## src/rtl/wolfram_ca_engine.sv

```systemverilog
// One-dimensional elementary cellular automaton that evolves WIDTH cells for a programmable number of generations.
// Build option: define WOLFRAM_CA_WRAP_EN for periodic boundaries; fixed zero boundaries otherwise.
module wolfram_ca_engine #(
  parameter int WIDTH = 16,
  parameter int CNT_W = 8
) (
  input  logic             clk,
  input  logic             rst_n,
  input  logic [7:0]       rule,
  input  logic             load,
  input  logic [WIDTH-1:0] seed,
  input  logic             start,
  input  logic [CNT_W-1:0] steps,
  output logic [WIDTH-1:0] state_out,
  output logic [CNT_W-1:0] gen_count,
  output logic             busy,
  output logic             done
);

  typedef enum logic [1:0] {
    ST_IDLE = 2'd0,
    ST_RUN  = 2'd1,
    ST_DONE = 2'd2
  } state_t;

  state_t           r_state;
  logic [WIDTH-1:0] r_cells;
  logic [CNT_W-1:0] r_gen;
  logic [CNT_W-1:0] r_steps;
  logic [7:0]       r_rule;
  logic             r_busy;
  logic             r_done;

  logic [WIDTH+1:0] w_ext;
  logic [WIDTH-1:0] w_next;

  // Neighbourhood pattern p = {left, centre, right} selects bit 7-p of the rule.
  function automatic logic rule_lookup(input logic [7:0] r, input logic [2:0] p);
    rule_lookup = r[3'd7 - p];
  endfunction

  // Boundary cells: w_ext[WIDTH+1] is s[WIDTH], w_ext[0] is s[-1].
`ifdef WOLFRAM_CA_WRAP_EN
  assign w_ext = {r_cells[0], r_cells, r_cells[WIDTH-1]};
`else
  assign w_ext = {1'b0, r_cells, 1'b0};
`endif

  // Next generation for every cell in parallel.
  always_comb begin
    w_next = '0;
    for (int i = 0; i < WIDTH; i++) begin
      w_next[i] = rule_lookup(r_rule, w_ext[i+2 -: 3]);
    end
  end

  // Control FSM with registered busy/done; cells and counters update here.
  always_ff @(posedge clk or negedge rst_n) begin
    if (!rst_n) begin
      r_state <= ST_IDLE;
      r_cells <= '0;
      r_gen   <= '0;
      r_steps <= '0;
      r_rule  <= 8'h00;
      r_busy  <= 1'b0;
      r_done  <= 1'b0;
    end else begin
      case (r_state)
        ST_IDLE: begin
          r_done <= 1'b0;
          if (load) begin
            r_cells <= seed;
          end else if (start) begin
            r_rule  <= rule;
            r_steps <= steps;
            r_gen   <= '0;
            r_busy  <= 1'b1;
            r_state <= ST_RUN;
          end else begin
            r_busy <= 1'b0;
          end
        end
        ST_RUN: begin
          // Termination is checked before updating, so steps=0 makes no change.
          if (r_gen == r_steps) begin
            r_busy  <= 1'b0;
            r_done  <= 1'b1;
            r_state <= ST_DONE;
          end else begin
            r_cells <= w_next;
            r_gen   <= r_gen + CNT_W'(1);
          end
        end
        ST_DONE: begin
          r_done  <= 1'b0;
          r_busy  <= 1'b0;
          r_state <= ST_IDLE;
        end
        default: begin
          r_busy  <= 1'b0;
          r_done  <= 1'b0;
          r_state <= ST_IDLE;
        end
      endcase
    end
  end

  assign state_out = r_cells;
  assign gen_count = r_gen;
  assign busy      = r_busy;
  assign done      = r_done;

endmodule

```

## config.mk

```make
export PLATFORM = sky130hd
export DESIGN_NAME = wolfram_ca_engine
export DESIGN_NICKNAME = d
export VERILOG_FILES = /design/src/rtl/wolfram_ca_engine.sv
export SDC_FILE = /design/constraint.sdc
export NUM_CORES = 1
export LEC_CHECK = 0
export CORE_ASPECT_RATIO = 2
export CORE_MARGIN = 3
export CORE_UTILIZATION = 45
export CTS_CLUSTER_SIZE = 28
export DETAILED_ROUTE_END_ITERATION = 8
export PLACE_DENSITY = 0.78
export SETUP_SLACK_MARGIN = 0.5
export SYNTH_ARGS = -nofsm -noshare
export SYNTH_HDL_FRONTEND = slang
export SYNTH_SLANG_ARGS = --single-unit
export TNS_END_PERCENT = 100
```

## constraint.sdc

```tcl
create_clock -name clk -period 2.1 [get_ports clk]
set_input_delay 0.42 -clock clk [delete_from_list [all_inputs] [get_ports clk]]
set_output_delay 0.42 -clock clk [all_outputs]
set_load 0.1 [all_outputs]
```

* After elaboration in Yosys (flattened, before gate mapping)
Cells that the tools add are included.
** Storage, ports and cells
- Bits in registers :: 44
- Latch bits :: 0
- Memory bits (writable) :: 0
- ROM bits :: 0
- Bits of input ports :: 36
- Word-level logic and storage cells :: 104
- Memories :: 0
** Operators by class
- $add $sub $neg :: 17
- Multipliers :: 0
- Div/mod/pow operators :: 0
- Order comparisons :: 16
- Equal/unequal tests :: 7
- Shift-type cells :: 0
- Mux-type cells :: 49
- Bitwise gates (word level) :: 1
- Reduce and logical (&&, ||, !) cells :: 7
** Operator list (count)
- 3-bit by 4-bit < comparator with 1-bit output, second input constant :: 16
- 1-bit binary-select mux with 3-bit select :: 16
- 3-bit subtractor, first input constant :: 15
- 16-bit two-way mux :: 2
- 16-bit one-hot mux with 2 select lines :: 1
- 8-bit two-way mux :: 3
- 1-bit two-way mux :: 21
- 8-bit one-hot mux with 2 select lines :: 1
- 2-bit != test, second input constant :: 5
- 3-bit AND reduction :: 3
- 8-bit by 1-bit adder with 8-bit output, second input constant :: 1
- 8-bit == test :: 1
- 2-bit two-way mux :: 3
- 2-bit one-hot mux with 2 select lines :: 1
- 4-bit AND reduction :: 1
- 3-bit by 2-bit subtractor with 3-bit output, first input constant :: 1
- 2-bit by 1-bit == test with 1-bit output, second input constant :: 1
- 2-bit logical NOT :: 1
- 1-bit one-hot mux with 2 select lines :: 1
- 2-bit AND reduction :: 1
- 2-bit nonzero test :: 1
- 1-bit inverter :: 1

* Depth between registers and ports, before layout
- Depth in word-level cells :: 5
- Mapped depth :: 6
- Gate-level depth less buffers :: 6

* Worst setup path after synthesis
Ideal clock, no wire load.
- Path type :: flip-flop to flip-flop
- From :: register r_gen[6], in the netlist gen_count[6]
- To :: register r_cells[0], in the netlist state_out[0]
- Data arrival time :: 2.277 ns
- Setup slack :: -0.303 ns
- Cell stages (with the launch flop) :: 7
- Clock period less this slack :: 2.403 ns
- Cell sequence :: dfrtp_1 xor2_1 nor4_4 a21oi_2 nand2b_4 buf_6 mux2_4
** Between the ends
- Longest elaborated chain between the ends :: 3
** RTL lines
- start: declaration :: RTL line 28 : logic [CNT_W-1:0] r_gen;
- start signal: assignment :: RTL line 91 : r_gen <= r_gen + CNT_W'(1);
- 8-bit == test :: RTL line 85 : if (r_gen == r_steps) begin
- 2-bit != test (no line)
- 3-bit AND reduction (no line)
- end signal: assignment :: RTL line 90 : r_cells <= w_next;
- end: declaration :: RTL line 27 : logic [WIDTH-1:0] r_cells;
Every way passes these cells.
A chain may end at the register's enable or synchronous reset.

* Worst setup path after layout
- From :: register r_gen[7], in the netlist gen_count[7]
- To :: register r_gen[3], in the netlist gen_count[3]
** Between the ends
- Longest elaborated chain between the ends :: 3
** RTL lines (RTL line)
- 8-bit == test :: 85
- 2-bit != test (no line)
- 4-bit AND reduction (no line)
Every way passes these cells.

==> metrics.txt <==
Critical Path RT=between 2 and 2.5 ns; Syn Area/Cell=10.6 um^2; Rows=41; Die Y=roughly 120 um; # placed instances=approximately 400; half-perimeter wire length after detailed placement=5800 um; Port Buf Inserts=61; class of the most critical setup path=register to register; crit start category=register; initial cell density of the core=46.5%; final worst-path setup slack=0.242 ns; Multi-input gate area=1830 um^2; sequential fraction of the synthesis area=37.5%; number of warnings reported in the yosys synthesis log=0; Post-synth ARST share=100%; worst-case register-to-register setup slack=0.24 ns; first-pass iteration count of the detailed router=4; maximum achievable frequency=0.538 GHz; # H-tree levels=2; number of flip-flops and latches in the synthesized netlist=44; Core Footprint=6310 um^2; antenna violation net count after detailed routing=0; Storage cell area=1170 um^2; global-route congestion overflow total=0; antenna diode instance count=0; post-synth design cell area=a little under 3000 um^2; global-route total usage across every layer=a little under a quarter; Setup crit end kind=register; GP Congestion=0.922; commonest non-fill, non-tap cells in the layout=buf_4, clkdlybuf4s50_1, nand2_1, mux4_2, dfrtp_1; total of max-cap violations=0; Final Skew=about 0.0070 ns; TritonCTS clock tree=built; path category of the worst min-delay check=input port to asynchronous set/reset pin; maximum root-to-sink buffer count=2; number of non-filler instances in the completed layout=427; most frequent standard cell in the layout excluding fill and tap cells=buf_4; Die W=between 60 and 70 um; Post-synth EDFFs=0; Die Area=7580 um^2; first-pass GRT wire length=14100 um; Area Growth Syn to Fin=41.7%; post-detailed-route via-to-cell ratio=6.20; unique cell type count in the Yosys netlist=48; reg2reg path depth=6; largest net degree at the start of global routing=45; cell count after synthesis=~280; number of clock sinks=44; post-detailed-route wirelength per cell=just over 20 um; hold violation total from the final report=0; total wirelength of the detailed-routed design=8760 um; actual slew at the worst max-slew pin=0.578 ns; I/O pins=62; final worst path period share=between 80% and 90%; post-route worst hold slack=0.213 ns; Post-synth top flop=dfrtp_1; final setup fails=0; clock-pin transition on the worst setup and hold timing paths=roughly 0.07 ns; vias in the first global route=2741; nets in the synthesized netlist=313; destination of the worst register-to-register timing path=gen_count[3]; fill cell total of the finished layout=462; DRC=0; number of nets in the layout=377; clock insertion delay at the later pin of the skew report=0.29 ns; status=completed; clock period minus worst slack=1.86 ns; CTS Root Cell=clkbuf_16; largest fanout on the critical path=8; Final Slew Violations=0; TritonCTS Buffers=5; DRT iter0 DRCs=between 200 and 250; worst-case setup slack after placement=-0.0178 ns; relative max-transition margin=61.4%; startpoint of the most critical register-to-register path=gen_count[7]; unrepaired setup endpoints after global routing=true; initial antenna violation count=0; share of post-route cells with drive strength above 1=between 40% and 50%; count of vias placed by the detailed router=2648; arrival time worst endpoint=between 2 and 2.5 ns
==> timing repair <==
| item | 4_1_cts | 5_1_grt |
|---|---|---|
| gates resized for setup | 17 | 16 |
| setup endpoints to repair | 37 | 37 |
| cloned | 1 | 0 |
| hold buffers | 0 | 0 |
| buffers inserted | 9 | 3 |
| pin swaps | 9 | 6 |
==> cells in the mapped netlist (3+ instances only) <==
master,instances,area share [%]
dfrtp_1,44,38
nand2_1,29,3.7
clkbuf_1,22,2.8
mux4_2,22,17
a21oi_1,18,3.1
mux2_2,13,5.0
inv_1,12,1.5
nor2b_1,9,1.9
xor2_1,8,2.4
a211oi_1,7,1.8
nor2_1,7,0.90
o21ai_0,7,1.2
o2bb2ai_1,7,2.1
a31oi_1,5,1.1
buf_2,5,0.85
o2111ai_1,5,1.5
o21a_1,5,1.3
o22ai_1,5,1.1
and3_1,3,0.64
nand3_1,3,0.51
nand4b_1,3,0.90
==> critical path, cell delays in order (launching register included) <==
cell and delay (ns):
dfrtp_4 0.50, xor2_2 0.17, nor4_4 0.39, a21oi_4 0.15, or2_0 0.24, buf_6 0.16, o221ai_2 0.16
==> registers in the layout, summed over array words and instances (netlist names) <==
| name | count |
|---|---|
| busy | 1 |
| done | 1 |
| gen_count | 8 |
| r_rule | 8 |
| r_state | 2 |
| r_steps | 8 |
| state_out | 16 |
==> worst max path at each step <==
stage / to / slack (ns) / start
2_1_floorplan: state_out[0] / 0.09 / gen_count[0]
5_1_grt: state_out[6] / 0.16 / gen_count[7]
4_1_cts: gen_count[3] / 0.28 / gen_count[6]
6_report: gen_count[3] / 0.24 / gen_count[7]
3_5_place_dp: state_out[0] / -0.02 / gen_count[3]
3_3_place_gp: state_out[0] / 0.06 / gen_count[5]
==> cells by family (layout without fill, tap and decap cells) <==
logic type      count (synthesis)  after routing  share of synthesized area [%]
flops                          44             44                           37.5
mux                            38             38                           23.1
compound gates                 75             75                           17.7
xor+xnor                        8              8                           2.39
simple gates                   70             70                           13.3
buf+inv                        40            105                           5.59
fa+ha+maj                       1              1                          0.426
==> layer usage <==
metal  part of all wire [%]  global-route usage [%]
met1                     35                    26.2
met2                     54                    43.2
met5                      0                       0
met4                    4.3                    10.9
met3                    5.9                    3.90
==> final cells by class <==
type                       count  area share, %
clock buffer                   5           3.01
clock inverter                 3           1.02
inverter                      12           1.08
multi-input combinational    192           44.1
sequential                    44           28.2
tap                           86           2.59
timing repair buffer          85           20.0
==> through the flow <==
step / TNS, ns / cell area [um^2] / util, %
2_1_floorplan: 0 / 3100 / -
3_3_place_gp: 0 / 3710 / 58.9
3_5_place_dp: -0.0178 / 3710 / 58.9
4_1_cts: 0 / 4050 / 64.2
5_1_grt: 0 / 4160 / 65.9
6_report: 0 / 4160 / 65.9
Power is not shown: default switching activity piles up to over one toggle a cycle in this logic, so the estimate is an artifact.
